[config.mk]
export PLATFORM = sky130hd
export DESIGN_NAME = display_buffer_uart_tx
export DESIGN_NICKNAME = d
export VERILOG_FILES = /design/src/rtl/display_buffer_uart_tx.sv
export SDC_FILE = /design/constraint.sdc
export NUM_CORES = 1
export LEC_CHECK = 0
export CORE_ASPECT_RATIO = 1.2
export CORE_MARGIN = 2
export CORE_UTILIZATION = 25
export DETAILED_ROUTE_END_ITERATION = 6
export PLACE_DENSITY = 0.42
export SYNTH_ARGS = -nofsm -noshare
export SYNTH_HDL_FRONTEND = slang
export SYNTH_SLANG_ARGS = --single-unit
[constraint.sdc]
create_clock -name clk -period 17 [get_ports clk]
set_input_delay 3.4 -clock clk [delete_from_list [all_inputs] [get_ports clk]]
set_output_delay 3.4 -clock clk [all_outputs]
set_load 0.01 [all_outputs]
[src/rtl/display_buffer_uart_tx.sv]
// Snapshots DisplayBuffer and streams it over an 8N1 UART line, MSB byte first.
// Define DISPLAY_UART_HEX_ENCODE_EN to send each byte as two ASCII hex chars plus CR LF.
module display_buffer_uart_tx #(
  parameter int DisplayBufferSize = 256,
  parameter int ClkDiv            = 868
) (
  input  logic                         clk,
  input  logic                         RESET,
  input  logic [DisplayBufferSize-1:0] DisplayBuffer,
  input  logic                         SEND,
  input  logic                         AUTO,
  output logic                         TXD,
  output logic                         BUSY,
  output logic                         FRAME_DONE
);

  localparam int NBYTES = DisplayBufferSize / 8;
`ifdef DISPLAY_UART_HEX_ENCODE_EN
  localparam int NCHAR = 2 * NBYTES + 2;
`else
  localparam int NCHAR = NBYTES;
`endif
  localparam int CH_W  = (NCHAR > 1) ? $clog2(NCHAR) : 1;
  localparam int DIV_W = $clog2(ClkDiv);
  localparam logic [DIV_W-1:0] DIV_LAST  = DIV_W'(ClkDiv - 1);
  localparam logic [CH_W-1:0]  CHAR_LAST = CH_W'(NCHAR - 1);

  typedef enum logic [1:0] {
    IDLE  = 2'd0,
    START = 2'd1,
    DATA  = 2'd2,
    STOP  = 2'd3
  } state_t;

  // Byte idx of the buffer, counting from the most significant byte.
  function automatic logic [7:0] byte_at(input logic [DisplayBufferSize-1:0] data,
                                         input logic [CH_W-1:0] idx);
    logic [DisplayBufferSize-1:0] shifted;
    shifted = data << {idx, 3'b000};
    return shifted[DisplayBufferSize-1 -: 8];
  endfunction

`ifdef DISPLAY_UART_HEX_ENCODE_EN
  function automatic logic [7:0] hex_ascii(input logic [3:0] nib);
    if (nib < 4'd10) begin
      return {4'h3, nib};
    end else begin
      return 8'h37 + {4'h0, nib};
    end
  endfunction

  function automatic logic [7:0] char_at(input logic [DisplayBufferSize-1:0] data,
                                         input logic [CH_W-1:0] idx);
    logic [7:0] b;
    b = byte_at(data, {1'b0, idx[CH_W-1:1]});
    if (idx == CH_W'(2 * NBYTES)) begin
      return 8'h0D;
    end else if (idx == CH_W'(2 * NBYTES + 1)) begin
      return 8'h0A;
    end else if (idx[0] == 1'b0) begin
      return hex_ascii(b[7:4]);
    end else begin
      return hex_ascii(b[3:0]);
    end
  endfunction
`else
  function automatic logic [7:0] char_at(input logic [DisplayBufferSize-1:0] data,
                                         input logic [CH_W-1:0] idx);
    return byte_at(data, idx);
  endfunction
`endif

  state_t                       state_r, state_s;
  logic [DIV_W-1:0]             div_r, div_s;
  logic [2:0]                   bit_r, bit_s;
  logic [CH_W-1:0]              char_r, char_s;
  logic [DisplayBufferSize-1:0] snap_r, snap_s;
  logic [DisplayBufferSize-1:0] last_r, last_s;
  logic                         txd_r, txd_s;
  logic                         busy_r;
  logic                         done_r, done_s;
  logic [7:0]                   cur_char_s;
  logic                         tick_s;
  logic                         trigger_s;

  assign tick_s    = (div_r == DIV_LAST);
  assign trigger_s = SEND | (AUTO & (DisplayBuffer != last_r));

  // Next-state, counter and serial-bit computation; TXD is derived from the next state so it is registered.
  always_comb begin
    state_s    = state_r;
    div_s      = div_r;
    bit_s      = bit_r;
    char_s     = char_r;
    snap_s     = snap_r;
    last_s     = last_r;
    done_s     = 1'b0;
    txd_s      = 1'b1;
    cur_char_s = 8'h00;
    case (state_r)
      IDLE: begin
        div_s = '0;
        if (trigger_s) begin
          state_s = START;
          snap_s  = DisplayBuffer;
          last_s  = DisplayBuffer;
          char_s  = '0;
          bit_s   = 3'd0;
        end else begin
          state_s = IDLE;
        end
      end
      START: begin
        if (tick_s) begin
          div_s   = '0;
          bit_s   = 3'd0;
          state_s = DATA;
        end else begin
          div_s = div_r + 1'b1;
        end
      end
      DATA: begin
        if (tick_s) begin
          div_s = '0;
          if (bit_r == 3'd7) begin
            state_s = STOP;
          end else begin
            bit_s = bit_r + 3'd1;
          end
        end else begin
          div_s = div_r + 1'b1;
        end
      end
      STOP: begin
        if (tick_s) begin
          div_s = '0;
          if (char_r == CHAR_LAST) begin
            state_s = IDLE;
            done_s  = 1'b1;
          end else begin
            char_s  = char_r + 1'b1;
            state_s = START;
          end
        end else begin
          div_s = div_r + 1'b1;
        end
      end
      default: begin
        state_s = IDLE;
        div_s   = '0;
      end
    endcase
    cur_char_s = char_at(snap_s, char_s);
    case (state_s)
      START:   txd_s = 1'b0;
      DATA:    txd_s = cur_char_s[bit_s];
      default: txd_s = 1'b1;
    endcase
  end

  // State and output registers; reset drops any frame in flight and forces the line idle at once.
  always_ff @(posedge clk or posedge RESET) begin
    if (RESET) begin
      state_r <= IDLE;
      div_r   <= '0;
      bit_r   <= 3'd0;
      char_r  <= '0;
      snap_r  <= '0;
      last_r  <= '0;
      txd_r   <= 1'b1;
      busy_r  <= 1'b0;
      done_r  <= 1'b0;
    end else begin
      state_r <= state_s;
      div_r   <= div_s;
      bit_r   <= bit_s;
      char_r  <= char_s;
      snap_r  <= snap_s;
      last_r  <= last_s;
      txd_r   <= txd_s;
      busy_r  <= (state_s != IDLE);
      done_r  <= done_s;
    end
  end

  assign TXD        = txd_r;
  assign BUSY       = busy_r;
  assign FRAME_DONE = done_r;

endmodule
==> flow_metrics.env <==
export IMPL_yosys_top_cells_area="dfrtp_1 (53%), nand2_1 (18%), xor2_1 (9.0%)"
export IMPL_cts_buffers=61
export IMPL_required_ns=17.56
export IMPL_max_slew_margin_pct=16.53
export IMPL_status="completed"
export IMPL_synth_edff_count=0
export IMPL_rows=127
export IMPL_netlist_area_um2=25240
export IMPL_area_delta_synth_final_pct=24.27
export IMPL_rsz0062_at_grt="false"
export IMPL_die_area_um2=103500
export IMPL_postCtsHoldBufs=0
export IMPL_synth_net_count=3022
export IMPL_power_mw=2.820
export IMPL_dpl_hpwl_um=81420
export IMPL_antenna_found_initial=16
export IMPL_antenna_left=0
export IMPL_leakage_nw=16.97
export IMPL_crit_path_cell_trace="clkdlybuf4s50_1 > xor2_1 > nor4_1 > nand4_1 > nor4_2 > a41oi_2 > buf_4 > o21ai_4 > buf_4 > mux4_2 > a22o_1 > a2111oi_0 > a2111oi_0 > and3_1 > nor4_1 > a2111oi_2"
export IMPL_drv_cap=0
export IMPL_drt_initial_drc_count=1702
export IMPL_critPathCaptureType="register"
export IMPL_slew_viol_final=0
export IMPL_cp_start_kind="input pin"
export IMPL_yosysMostFrequentCell="nand2_1"
export IMPL_cts_buffer_depth=3
export IMPL_cts_root_buf="clkbuf_16"
export IMPL_clock_sinks=535
export IMPL_start_util_pct=25.25
export IMPL_hp_class="register to register"
export IMPL_die_w_um=294.0
export IMPL_cts_max_level=2
export IMPL_vdd_drop_max_mv=0.07308
export IMPL_wirelength_um=108500
export IMPL_setup_slack_ns=7.550
export IMPL_firstDrtPassIters=5
export IMPL_crit_arrival_ns=10.01
export IMPL_synth_flop_cell="dfrtp_1"
export IMPL_finClkSkew_ns=0.02553
export IMPL_clk_pin_slew_worst_paths_ns=0.06
export IMPL_ys_ff_latch=535
export IMPL_worst_slew_pin_slew_ns=1.220
export IMPL_yosys_warnings=0
export IMPL_drc=0
export IMPL_synth_cells=2754
export IMPL_fin_nets=3258
export IMPL_cts_tree="done"
export IMPL_dp_cells=4217
export IMPL_insertion_delay_ns=0.66
export IMPL_hold_viol=0
export IMPL_synth_cell_types=76
export IMPL_cp_slowest_cell="a2111oi_0"
export IMPL_grt_max_degree=174
export IMPL_fmaxAchievable_mhz=105.8
export IMPL_cts_setup_buffers=0
export IMPL_post_route_period_util_pct=55.59
export IMPL_setup_violations=0
export IMPL_synth_common_cells="nand2_1 (1,214), dfrtp_1 (534), xor2_1 (260), nand3_1 (101), clkbuf_1 (75)"
export IMPL_layoutNonFillerInstCount=4334
export IMPL_top_level_ports=263
export IMPL_crit_type="input pin to register"
export IMPL_powerDensity_nw_per_um2=89.93
export IMPL_yosysTopAreaCell="dfrtp_1"
export IMPL_ys_async_sr_fraction_pct=100.0
export IMPL_synth_top_area_share_pct=52.95
export IMPL_max_stage_delay_ns=1.02
export IMPL_grt_ovfl_total=0
export IMPL_dieHeight_um=352.0
export IMPL_grt_pass1_vias=20474
export IMPL_port_buffers=262
export IMPL_place_ws_ns=6.948
export IMPL_synth_yosys_seq_area_share_pct=53.06
export IMPL_cts_resized=0
export IMPL_core_um2=99950
export IMPL_vias=20518
export IMPL_place_gp_congestion=0.9265
export IMPL_wl_per_cell_um=25.04
export IMPL_avgSynthCellArea_um2=9.163
export IMPL_vias_per_cell=4.734
export IMPL_drive_above_1_share_pct=6.421
export IMPL_cp_max_fo=48
export IMPL_grt_util_all_layers_pct=20.74
export IMPL_timing_hold_ws_ns=0.4673
export IMPL_min_period_ns=9.450
export IMPL_fin_setup_tns_ns=0
export IMPL_grt_pass1_wl_um=153600
[layout by cell type (no fill, tap or decap), drive strengths merged, types with 4 or more instances in the layout]
master         count
mux2i             39
and4               8
nand2b             4
clkdlybuf4s50    262
and2               5
inv               45
xor2             260
nor2              33
a31o               4
o2111ai           11
o21ai             32
clkinv            10
ha                 8
mux4              24
a22oi              8
nand4             31
mux2               6
xnor2              4
nand3            101
o211ai            61
clkbuf            93
a21oi             13
nand2           1214
dfrtp            534
and3               9
nor4              70
buf               44
diode              7
nor3               6
a31oi             16
bufinv             6
a32oi             18
[report_power, final]
| group | switching (mW) | internal (mW) | total [mW] |
|---|---|---|---|
| clock | 0.575 | 0.802 | 1.38 |
| sequential | 0 | 1.27 | 1.27 |
| combinational | 0.0991 | 0.0699 | 0.169 |
[metrics by stage]
stage,instance area (um2),util (%)
floorplan,25240,-
global placement,29300,29.32
detailed placement,29310,29.33
CTS,31340,31.36
global route,31350,31.36
finish,31360,31.38
[cell families after synthesis]
kind of cell	after synthesis	synth area share (%)
fa+ha+maj	8	0.3967
xor+xnor	264	9.163
simple gates	1495	24.45
flops	535	53.06
mux	69	3.957
compound gates	204	6.024
buf+inv	179	2.955
[worst max-delay path: cells and delay by family]
family / cells / cell delay (ns)
AND/OR/NAND/NOR: 5 / 2.37
AO/OA/AOI/OAI: 6 / 2.00
buffers and inverters: 3 / 1.38
multiplexers: 1 / 0.58
XOR/XNOR: 1 / 0.21
[routing by layer]
metal	up-vias	GRT usage [%]	wire, um
met1	10220	28.04	48260
met3	150	3.306	5301
li1	9603	-	-
met2	535	33.57	51030
met4	10	7.061	3885
met5	-	0	57
[sequential cells by signal (all words and copies together), names as in the netlist]
| name | cells |
|---|---|
| BUSY | 1 |
| char_r | 5 |
| FRAME_DONE | 1 |
| snap_r | 256 |
| state_r | 2 |
| bit_r | 3 |
| div_r | 10 |
| last_r | 256 |
| TXD | 1 |
[path summary, 6_finish.rpt]
| kind | start | end | slack (ns) | cells past startpoint |
|---|---|---|---|---|
| max reg2reg | last_r[243] | TXD | 10.40 | 15 |
| max in group asynchronous | RESET | last_r[153] | 10.63 | 6 |
| min in group asynchronous | RESET | FRAME_DONE | 3.34 | 3 |
| min | snap_r[39] | snap_r[39] | 0.47 | 2 |
| min reg2reg | snap_r[39] | snap_r[39] | 0.47 | 2 |
| max | DisplayBuffer[22] | TXD | 7.55 | 16 |
[cell type report]
class | count | area, um2
Antenna cell | 7 | 17.52
Clock buffer | 93 | 1767
Clock inverter | 17 | 264.0
Fill cell | 10514 | 68590
Inverter | 46 | 183.9
Multi-Input combinational cell | 2040 | 11150
Sequential cell | 535 | 13390
Tap cell | 1290 | 1614
Timing Repair Buffer | 306 | 2975
Power figures use the tool's default switching activity.
